--- config.mk ---
export PLATFORM = sky130hd
export DESIGN_NAME = isa_issuer
export DESIGN_NICKNAME = d
export VERILOG_FILES = /design/src/rtl/isa_pkg.sv /design/src/rtl/isa_settle_timer.sv /design/src/rtl/isa_issuer.sv
export SDC_FILE = /design/constraint.sdc
export NUM_CORES = 1
export LEC_CHECK = 0
export BUFFER_PORTS_ARGS = -buffer_cell sky130_fd_sc_hd__buf_4
export CORE_ASPECT_RATIO = 1.5
export CORE_MARGIN = 5
export CORE_UTILIZATION = 36
export CTS_CLUSTER_DIAMETER = 40
export DETAILED_ROUTE_END_ITERATION = 10
export PLACE_DENSITY = 0.59
export SETUP_SLACK_MARGIN = 0.05
export SYNTH_ARGS = -nofsm -noshare
export SYNTH_HDL_FRONTEND = slang
export SYNTH_HIERARCHICAL = 1
export SYNTH_SLANG_ARGS = --single-unit
--- constraint.sdc ---
create_clock -name clk -period 4.6 [get_ports clk]
set_input_delay 0.23 -clock clk [delete_from_list [all_inputs] [get_ports clk]]
set_output_delay 0.23 -clock clk [all_outputs]
set_load 0.05 [all_outputs]
--- src/rtl/isa_pkg.sv ---
// Shared definitions for the ISA instruction issuer.
// Holds the 20-bit instruction word layout, the ALU op codes, the issuer
// FSM state type and a legality test for instruction words.
package isa_pkg;

    // 20-bit instruction word layout:
    // [19:15] A, [14:10] B, [9] reserved, [8:6] ALU sel, [5:1] RAM addr, [0] RAM WE
    localparam int INST_W    = 20;
    localparam int A_LSB     = 15;
    localparam int A_W       = 5;
    localparam int B_LSB     = 10;
    localparam int B_W       = 5;
    localparam int RSV_BIT   = 9;
    localparam int SEL_LSB   = 6;
    localparam int SEL_W     = 3;
    localparam int RADDR_LSB = 1;
    localparam int RADDR_W   = 5;
    localparam int WE_BIT    = 0;

    typedef enum logic [SEL_W-1:0] {
        OP_AND = 3'b000,
        OP_OR  = 3'b001,
        OP_ADD = 3'b010,
        OP_SUB = 3'b110,
        OP_GT  = 3'b111
    } alu_op_e;

    typedef enum logic [2:0] {
        S_IDLE,
        S_FETCH,
        S_LATCH,
        S_SETTLE,
        S_CAPTURE,
        S_FIN
    } state_e;

    // A word is legal when the reserved bit is clear and the ALU select
    // names one of the implemented operations.
    function automatic logic is_legal_op(input logic [INST_W-1:0] word);
        logic [SEL_W-1:0] sel;
        sel = word[SEL_LSB +: SEL_W];
        return !word[RSV_BIT] &&
               (sel inside {OP_AND, OP_OR, OP_ADD, OP_SUB, OP_GT});
    endfunction

endpackage

--- src/rtl/isa_settle_timer.sv ---
// Loadable down-counter used to hold an instruction stable for a fixed
// number of cycles.
// Ports:
//   clk, rst_n  - clock, synchronous active-low reset
//   load        - load load_val (has priority over dec)
//   load_val    - value to load
//   dec         - decrement by one (saturates at zero)
//   zero        - counter currently holds zero
module isa_settle_timer
    import isa_pkg::*;
#(
    parameter int CNT_W = 4
) (
    input  logic             clk,
    input  logic             rst_n,
    input  logic             load,
    input  logic [CNT_W-1:0] load_val,
    input  logic             dec,
    output logic             zero
);

    logic [CNT_W-1:0] cnt_q, cnt_d;

    always_comb begin
        cnt_d = cnt_q;
        if (load) begin
            cnt_d = load_val;
        end else if (dec && (cnt_q != '0)) begin
            cnt_d = cnt_q - 1'b1;
        end
    end

    // NOTE: reset is sampled on the clock edge only; rst_n is not in the
    // sensitivity list, so every flop here and in the top is synchronous-reset.
    always_ff @(posedge clk) begin
        if (!rst_n) begin
            cnt_q <= '0;
        end else begin
            cnt_q <= cnt_d;
        end
    end

    assign zero = (cnt_q == '0);

endmodule

--- src/rtl/isa_issuer.sv ---
// Instruction issuer for the ISA datapath.
// Fetches prog_len words from a synchronous instruction memory, presents
// each on `inst` for SETTLE_CYC cycles, then captures `salida` as `result`
// tagged with the instruction's index.
// Optional build macro ISSUER_CHECK_EN: rejects reserved/unimplemented
// words (issued as 0, result forced to all-ones) and adds `err`/`err_cnt`.
// Ports:
//   clk, rst_n    - clock, synchronous active-low reset
//   start         - one-cycle pulse, begins a run when idle
//   prog_len      - instruction count, sampled on an accepted start
//   imem_addr     - instruction memory address (data valid one cycle later)
//   imem_data     - instruction memory read data
//   inst          - instruction driven to the ISA datapath
//   salida        - ISA datapath result
//   result        - captured result
//   result_valid  - one-cycle pulse when result/result_idx update
//   result_idx    - index of the captured instruction
//   busy          - high from accepted start until end of run
//   err, err_cnt  - (ISSUER_CHECK_EN only) rejected-slot pulse and count
//   done          - one-cycle end-of-run pulse
module isa_issuer
    import isa_pkg::*;
#(
    parameter int PC_W       = 5,
    parameter int SETTLE_CYC = 2
) (
    input  logic              clk,
    input  logic              rst_n,
    input  logic              start,
    input  logic [PC_W:0]     prog_len,
    output logic [PC_W-1:0]   imem_addr,
    input  logic [INST_W-1:0] imem_data,
    output logic [INST_W-1:0] inst,
    input  logic [31:0]       salida,
    output logic [31:0]       result,
    output logic              result_valid,
    output logic [PC_W-1:0]   result_idx,
    output logic              busy,
`ifdef ISSUER_CHECK_EN
    output logic              err,
    output logic [PC_W:0]     err_cnt,
`endif
    output logic              done
);

    localparam logic [PC_W:0] MAX_LEN     = {1'b1, {PC_W{1'b0}}};
    localparam logic [3:0]    SETTLE_LOAD = 4'(SETTLE_CYC - 1);

    state_e              state_q, state_d;
    logic [PC_W-1:0]     pc_q, pc_d;
    logic [PC_W:0]       len_q, len_d;
    logic [INST_W-1:0]   inst_q, inst_d;
    logic [31:0]         result_q, result_d;
    logic [PC_W-1:0]     result_idx_q, result_idx_d;
    logic                result_valid_q, result_valid_d;
    logic                busy_q, busy_d;
    logic                done_q, done_d;
    logic                tmr_load, tmr_dec, tmr_zero;
`ifdef ISSUER_CHECK_EN
    logic                bad_q, bad_d;
    logic                err_q, err_d;
    logic [PC_W:0]       err_cnt_q, err_cnt_d;
`endif

    isa_settle_timer #(.CNT_W(4)) u_timer (
        .clk      (clk),
        .rst_n    (rst_n),
        .load     (tmr_load),
        .load_val (SETTLE_LOAD),
        .dec      (tmr_dec),
        .zero     (tmr_zero)
    );

    // NOTE: every signal gets a default before the case statement so no
    // path leaves a combinational output unassigned (which would infer a latch).
    always_comb begin
        state_d        = state_q;
        pc_d           = pc_q;
        len_d          = len_q;
        inst_d         = inst_q;
        result_d       = result_q;
        result_idx_d   = result_idx_q;
        result_valid_d = 1'b0;
        busy_d         = busy_q;
        done_d         = 1'b0;
        tmr_load       = 1'b0;
        tmr_dec        = 1'b0;
`ifdef ISSUER_CHECK_EN
        bad_d          = bad_q;
        err_d          = 1'b0;
        err_cnt_d      = err_cnt_q;
`endif

        case (state_q)
            S_IDLE: begin
                inst_d = '0;
                if (start) begin
`ifdef ISSUER_CHECK_EN
                    err_cnt_d = '0;
`endif
                    if (prog_len != '0) begin
                        // Longer programs saturate so pc never wraps.
                        len_d   = (prog_len > MAX_LEN) ? MAX_LEN : prog_len;
                        pc_d    = '0;
                        busy_d  = 1'b1;
                        state_d = S_FETCH;
                    end else begin
                        state_d = S_FIN;
                    end
                end
            end
            S_FETCH: begin
                state_d = S_LATCH;
            end
            S_LATCH: begin
                inst_d   = imem_data;
                tmr_load = 1'b1;
                state_d  = S_SETTLE;
`ifdef ISSUER_CHECK_EN
                bad_d = !is_legal_op(imem_data);
                if (!is_legal_op(imem_data)) begin
                    inst_d = '0;
                end
`endif
            end
            S_SETTLE: begin
                // inst_d keeps its default, so inst cannot move mid-settle.
                if (tmr_zero) begin
                    state_d = S_CAPTURE;
                end else begin
                    tmr_dec = 1'b1;
                end
            end
            S_CAPTURE: begin
                result_d       = salida;
                result_idx_d   = pc_q;
                result_valid_d = 1'b1;
`ifdef ISSUER_CHECK_EN
                if (bad_q) begin
                    result_d  = 32'hFFFF_FFFF;
                    err_d     = 1'b1;
                    err_cnt_d = err_cnt_q + 1'b1;
                end
`endif
                if ({1'b0, pc_q} == (len_q - 1'b1)) begin
                    state_d = S_FIN;
                end else begin
                    pc_d    = pc_q + 1'b1;
                    state_d = S_FETCH;
                end
            end
            S_FIN: begin
                done_d  = 1'b1;
                busy_d  = 1'b0;
                inst_d  = '0;
                state_d = S_IDLE;
            end
            default: begin
                state_d = S_IDLE;
            end
        endcase
    end

    // NOTE: state registers use non-blocking assignments so every flop
    // samples the values from before this edge.
    always_ff @(posedge clk) begin
        if (!rst_n) begin
            state_q        <= S_IDLE;
            pc_q           <= '0;
            len_q          <= '0;
            inst_q         <= '0;
            result_q       <= '0;
            result_idx_q   <= '0;
            result_valid_q <= 1'b0;
            busy_q         <= 1'b0;
            done_q         <= 1'b0;
`ifdef ISSUER_CHECK_EN
            bad_q          <= 1'b0;
            err_q          <= 1'b0;
            err_cnt_q      <= '0;
`endif
        end else begin
            state_q        <= state_d;
            pc_q           <= pc_d;
            len_q          <= len_d;
            inst_q         <= inst_d;
            result_q       <= result_d;
            result_idx_q   <= result_idx_d;
            result_valid_q <= result_valid_d;
            busy_q         <= busy_d;
            done_q         <= done_d;
`ifdef ISSUER_CHECK_EN
            bad_q          <= bad_d;
            err_q          <= err_d;
            err_cnt_q      <= err_cnt_d;
`endif
        end
    end

    assign imem_addr    = pc_q;
    assign inst         = inst_q;
    assign result       = result_q;
    assign result_idx   = result_idx_q;
    assign result_valid = result_valid_q;
    assign busy         = busy_q;
    assign done         = done_q;
`ifdef ISSUER_CHECK_EN
    assign err          = err_q;
    assign err_cnt      = err_cnt_q;
`endif

endmodule
# Word level (Yosys, flattened, before mapping)
# Index checks and enable logic that the tools add are counted.
# word_totals
elab_cells	62
output_inout_bits	65
in_bits	61
reg_bits	78
# op_classes
bitwise_logic	1
mux	21
eq_ne	10
reduce_logical	15
n_lt_le_gt_ge	1
n_addsub	3
# ops
cell	count
$pmux W20 S2	1
$mux W5	3
$pmux W3 S5	1
$mux W3	4
$pmux W5 S2	1
$mux W1	9
$ne A2 B2 Y1 const B	4
$reduce_bool A2 Y1	4
$eq A3 B2 Y1 const B	2
$eq A3 B3 Y1 const B	2
$eq A5 B6 Y1	1
$gt A6 B6 Y1 const B	1
$mux W6	1
$reduce_and A3 Y1	2
$reduce_bool A6 Y1	1
$sub A6 B1 Y6 const B	1
$add A5 B1 Y5 const B	1
$logic_not A4 Y1	1
$reduce_and A4 Y1	1
$reduce_bool A4 Y1	1
$reduce_or A2 Y1	2
$sub A4 B1 Y4 const B	1
$eq A3 B1 Y1 const B	1
$logic_not A3 Y1	1
4 further kinds	4

# Logic depth before layout (Yosys ltp)
# logic_depth
ltp_word	6
ltp_mapped	9
ltp_nobuf	9

# Modules after synthesis
# The synthesis kept the hierarchy.
# by_module_without_submodules
mod	cells_per_inst	area_per_inst_um2	seq_area_each_um2	n_inst
isa_issuer	363	3093.0	1481.4	1
isa_settle_timer	31	256.5	80.1	1

# Worst setup path before layout
# Ideal clock, no wire load.
# synth_path
kind	register to register
startpoint	register u_timer.cnt_q[0]
endpoint	register u_timer.cnt_q[3]
period_less_slack_ns	1.992
t_arrival_ns	1.868
path_buffers	0
path_stages_with_launch	10
slack_ns	2.608
setup_time_ns	0.124
path_cell_list	dfxtp_1 inv_1 ha_1 or3b_4 clkinv_2 nand3b_1 nor2_1 nor4b_2 mux2i_1 a21oi_1
# synth_via
elab_chain_len	4
elab_cells_between_ends	6
# synth_lines
item	line_no	rtl
start: declaration	isa_settle_timer.sv:22	logic [CNT_W-1:0] cnt_q, cnt_d;
start signal: assignment	isa_settle_timer.sv:39	cnt_q <= cnt_d;
$logic_not A4 Y1	isa_settle_timer.sv:43	assign zero = (cnt_q == '0);
via tmr_zero	isa_issuer.sv:58	logic tmr_load, tmr_dec, tmr_zero;
$mux W1	isa_issuer.sv:128	if (tmr_zero) begin
$mux W1	isa_issuer.sv:94	case (state_q)
via tmr_dec	isa_issuer.sv:58	
$logic_and A1 B1 Y1	isa_settle_timer.sv:28	end else if (dec && (cnt_q != '0)) begin
# The timed path passes the listed nets, and every way through them passes these cells.
# A chain may end at the register's enable or synchronous reset.

# Worst setup path in the final report
# layout_path
startpoint	register state_q[2]
endpoint	register u_timer.cnt_q[2]
# layout_via
elab_chain_len	3
elab_cells_between_ends	6
# layout_lines
item	line_no	rtl
start: declaration	isa_issuer.sv:49	state_e state_q, state_d;
start signal: assignment	isa_issuer.sv:183	state_q <= state_d;
$eq A3 B2 Y1	isa_issuer.sv:94	
$mux W1	isa_issuer.sv:94	
$reduce_or A2 Y1 (no source line) / $logic_and A1 B1 Y1 (equally long branches)	-	
# Parallel ways exist; a longest one is shown, timed or not.

==> results.txt <==
FF-to-FF path depth = 6
clock-pin slew on the worst setup and hold paths = 0.06 ns
Critical Path Sink Type = flop
final count of negative-setup-slack endpoints = 0
drc violations = 0
post-DR wirelength/cell = 13.6 um
core footprint = 0.00920 sq mm
leakage power figure = 1.91 nW
post-CTS sizing = 0
DIE AREA = 0.0114 sq mm
critical path class = flop to flop
pre-CTS setup slack = 2.19 ns
Max-Cap Viols = 0
clock sink count = 78
Synth top area share = 46.6%
GRT Total Usage = 15.1%
Row Count = 43
Initial Utilization = 36.4%
Post CTS Setup Buffer Count = 0
worst hold path type = input pin to flop
CTS tree = done
hold path endpoint = inst[6]
maximum vdd ir drop = 256 uV
CP arrival = 2.62 ns
# diodes = 0
Via-to-Cell Ratio = 4.82
antenna-violating nets left = 0
Worst Tran Pin Value = 0.647 ns
CTS Hold Bufs = 0
Final Util = 51.0%
PnR worst setup slack = 2.21 ns
latest clock arrival within the worst-skew pair = 0.33 ns
FF-to-FF End = u_timer/cnt_q[2]
share of layout cells above drive strength 1 = 30.4%
R2R Setup Slk = 2.21 ns
worst reg2reg path startpoint = state_q[2]
status = finished, final reports clean
Syn Inst Count = 394
clk buf depth = 2
Post-Route WL = 8580 um
most common cell after layout, fill and taps aside = buf_4
port bufs = 125
synth unique cells = 48
Mapped Avg Cell Area = 8.50 sq um
synth warn = 6
pin count of the biggest net entering global routing = 71
drt first pass iters = 4
Startpoint Class = flop
CP required = 4.84 ns
Synth area leaders = dfxtp_1, nand2_1, a21boi_0, a21oi_1, nand3_1
antenna violations before repair = 0
Placer Congestion = 0.742
Rel. slew slack = 56.8%
die width = 88.8 um
Tcrit/Tclk final = 51.9%
CTS buffer count = 9
first-pass GRT wire length = 13600 um
Yosys reg bits = 78
Setup TNS = 0 ns
Initial DRC Count = 86
Max FO, Critical Path = 23
final hold vios = 0
post-synthesis sequential area ratio = 46.6%
RSZ-0062 raised after global routing = no
FILL cells = 903
commonest cells after routing, fill and taps aside = buf_4, nand2_1, dfxtp_1
vias = 3033
aggregate global routing overflow = 0
Worst Hold Launch = imem_data[6]
Final min period = 2.39 ns
io pins = 126
htree depth = 3
area grow syn2layout = 40.1%
top cell type by total area after synthesis = dfxtp_1
vias in the first global route = 2963
skew final = 0.00366 ns
Post-Syn Area = 0.00335 sq mm
Nets = 576
Slew Limit Fails = 0
hold depth = 3
Clock Tree Root = clkbuf_16
P per Cell Area = 370 mW/mm^2
Max Fclk = 419 MHz
hold slack final = 0.144 ns
die height = 128 um
hpwl dp = 6220 um
## final cells by class
class	instances	area [sq um]	area share [%]
Inverter	12	46.3	0.986
Sequential cell	78	1560	33.3
Clock inverter	6	109	2.32
Clock buffer	10	239	5.09
Timing Repair Buffer	128	961	20.5
Multi-Input combinational cell	283	1640	34.9
Tap cell	112	140	2.99
## routing by layer
layer	share of wire, %	wire [um]	up-vias	global-route usage, %
li1	-	-	1552	-
met2	50	4280	99	25.7
met1	41	3490	1369	17.3
met5	0	0	-	0
met3	7.6	648	13	3.92
met4	1.9	161	0	6.58
## critical path: stages (launching register included)
cell and delay, ns:
dfxtp_1 0.70, nor2_1 0.14, nand2_1 0.38, inv_1 0.43
inv_1 0.31, nor2_1 0.08, a311oi_1 0.26
## through the flow
| stage | instances | total power [mW] | area [sq um] |
|---|---|---|---|
| 6_report | 629 | 1.74 | 4690 |
| 4_1_cts | 629 | 1.76 | 4690 |
| 2_1_floorplan | 396 | 0.863 | 3360 |
| 3_5_place_dp | 613 | 0.942 | 4350 |
| 3_3_place_gp | 613 | 0.937 | 4350 |
| 5_1_grt | 629 | 1.81 | 4690 |
## synth_stat cells (all sizes together)
library cell	n
o311ai	1
or2	3
nand4	1
xnor2	6
o21ai	5
or3b	3
mux2i	6
ha	3
nor4	2
and2	2
conb	2
o22ai	1
buf	8
a211oi	2
a21oi	20
nor3	3
clkbuf	15
or4	1
a22oi	7
or3	1
clkinv	1
nand3	13
a311oi	2
nor2b	8
a21boi	44
inv	11
o211ai	1
nor4b	1
nand3b	2
nand4b	4
nor3b	1
a31oi	1
xor2	4
nor2	10
nor4bb	1
o2111ai	1
dfxtp	78
nand2	115
and3	4
## where the power goes
group,total (mW),internal [mW],switching (mW),leakage (nW)
Combinational,0.214,0.0924,0.122,1.10
Sequential,0.711,0.693,0.0177,0.631
Clock,0.813,0.543,0.270,0.172
Total,1.74,1.33,0.409,1.91
## worst max-delay path by stage
stage / depth (start not counted) / slack (ns) / to / from
floorplan: 9 / 2.61 / u_timer/cnt_q[3] / u_timer/cnt_q[0]
global placement: 6 / 2.38 / u_timer/cnt_q[2] / state_q[2]
detailed placement: 6 / 2.19 / u_timer/cnt_q[2] / state_q[2]
CTS: 6 / 2.20 / u_timer/cnt_q[2] / state_q[2]
global route: 6 / 1.94 / u_timer/cnt_q[3] / state_q[2]
finish: 6 / 2.21 / u_timer/cnt_q[2] / state_q[2]
## flip-flops by register name, summed over array words and instances, names as in the netlist
name,cells
result_idx,5
imem_addr,5
done,1
inst,20
result,32
state_q,3
u_timer/cnt_q,4
len_q,6
result_valid,1
busy,1
## kinds of logic after synthesis
kind of cell    after synthesis  synth area share [%]
fa+ha+maj                     3                  1.12
simple gates                175                  24.8
flops                        78                  46.6
other cells                   2                 0.224
xor+xnor                     10                  2.61
mux                           6                  1.79
buf+inv                      35                  4.74
compound gates               85                  18.1
(Power assumes the default switching activity.)
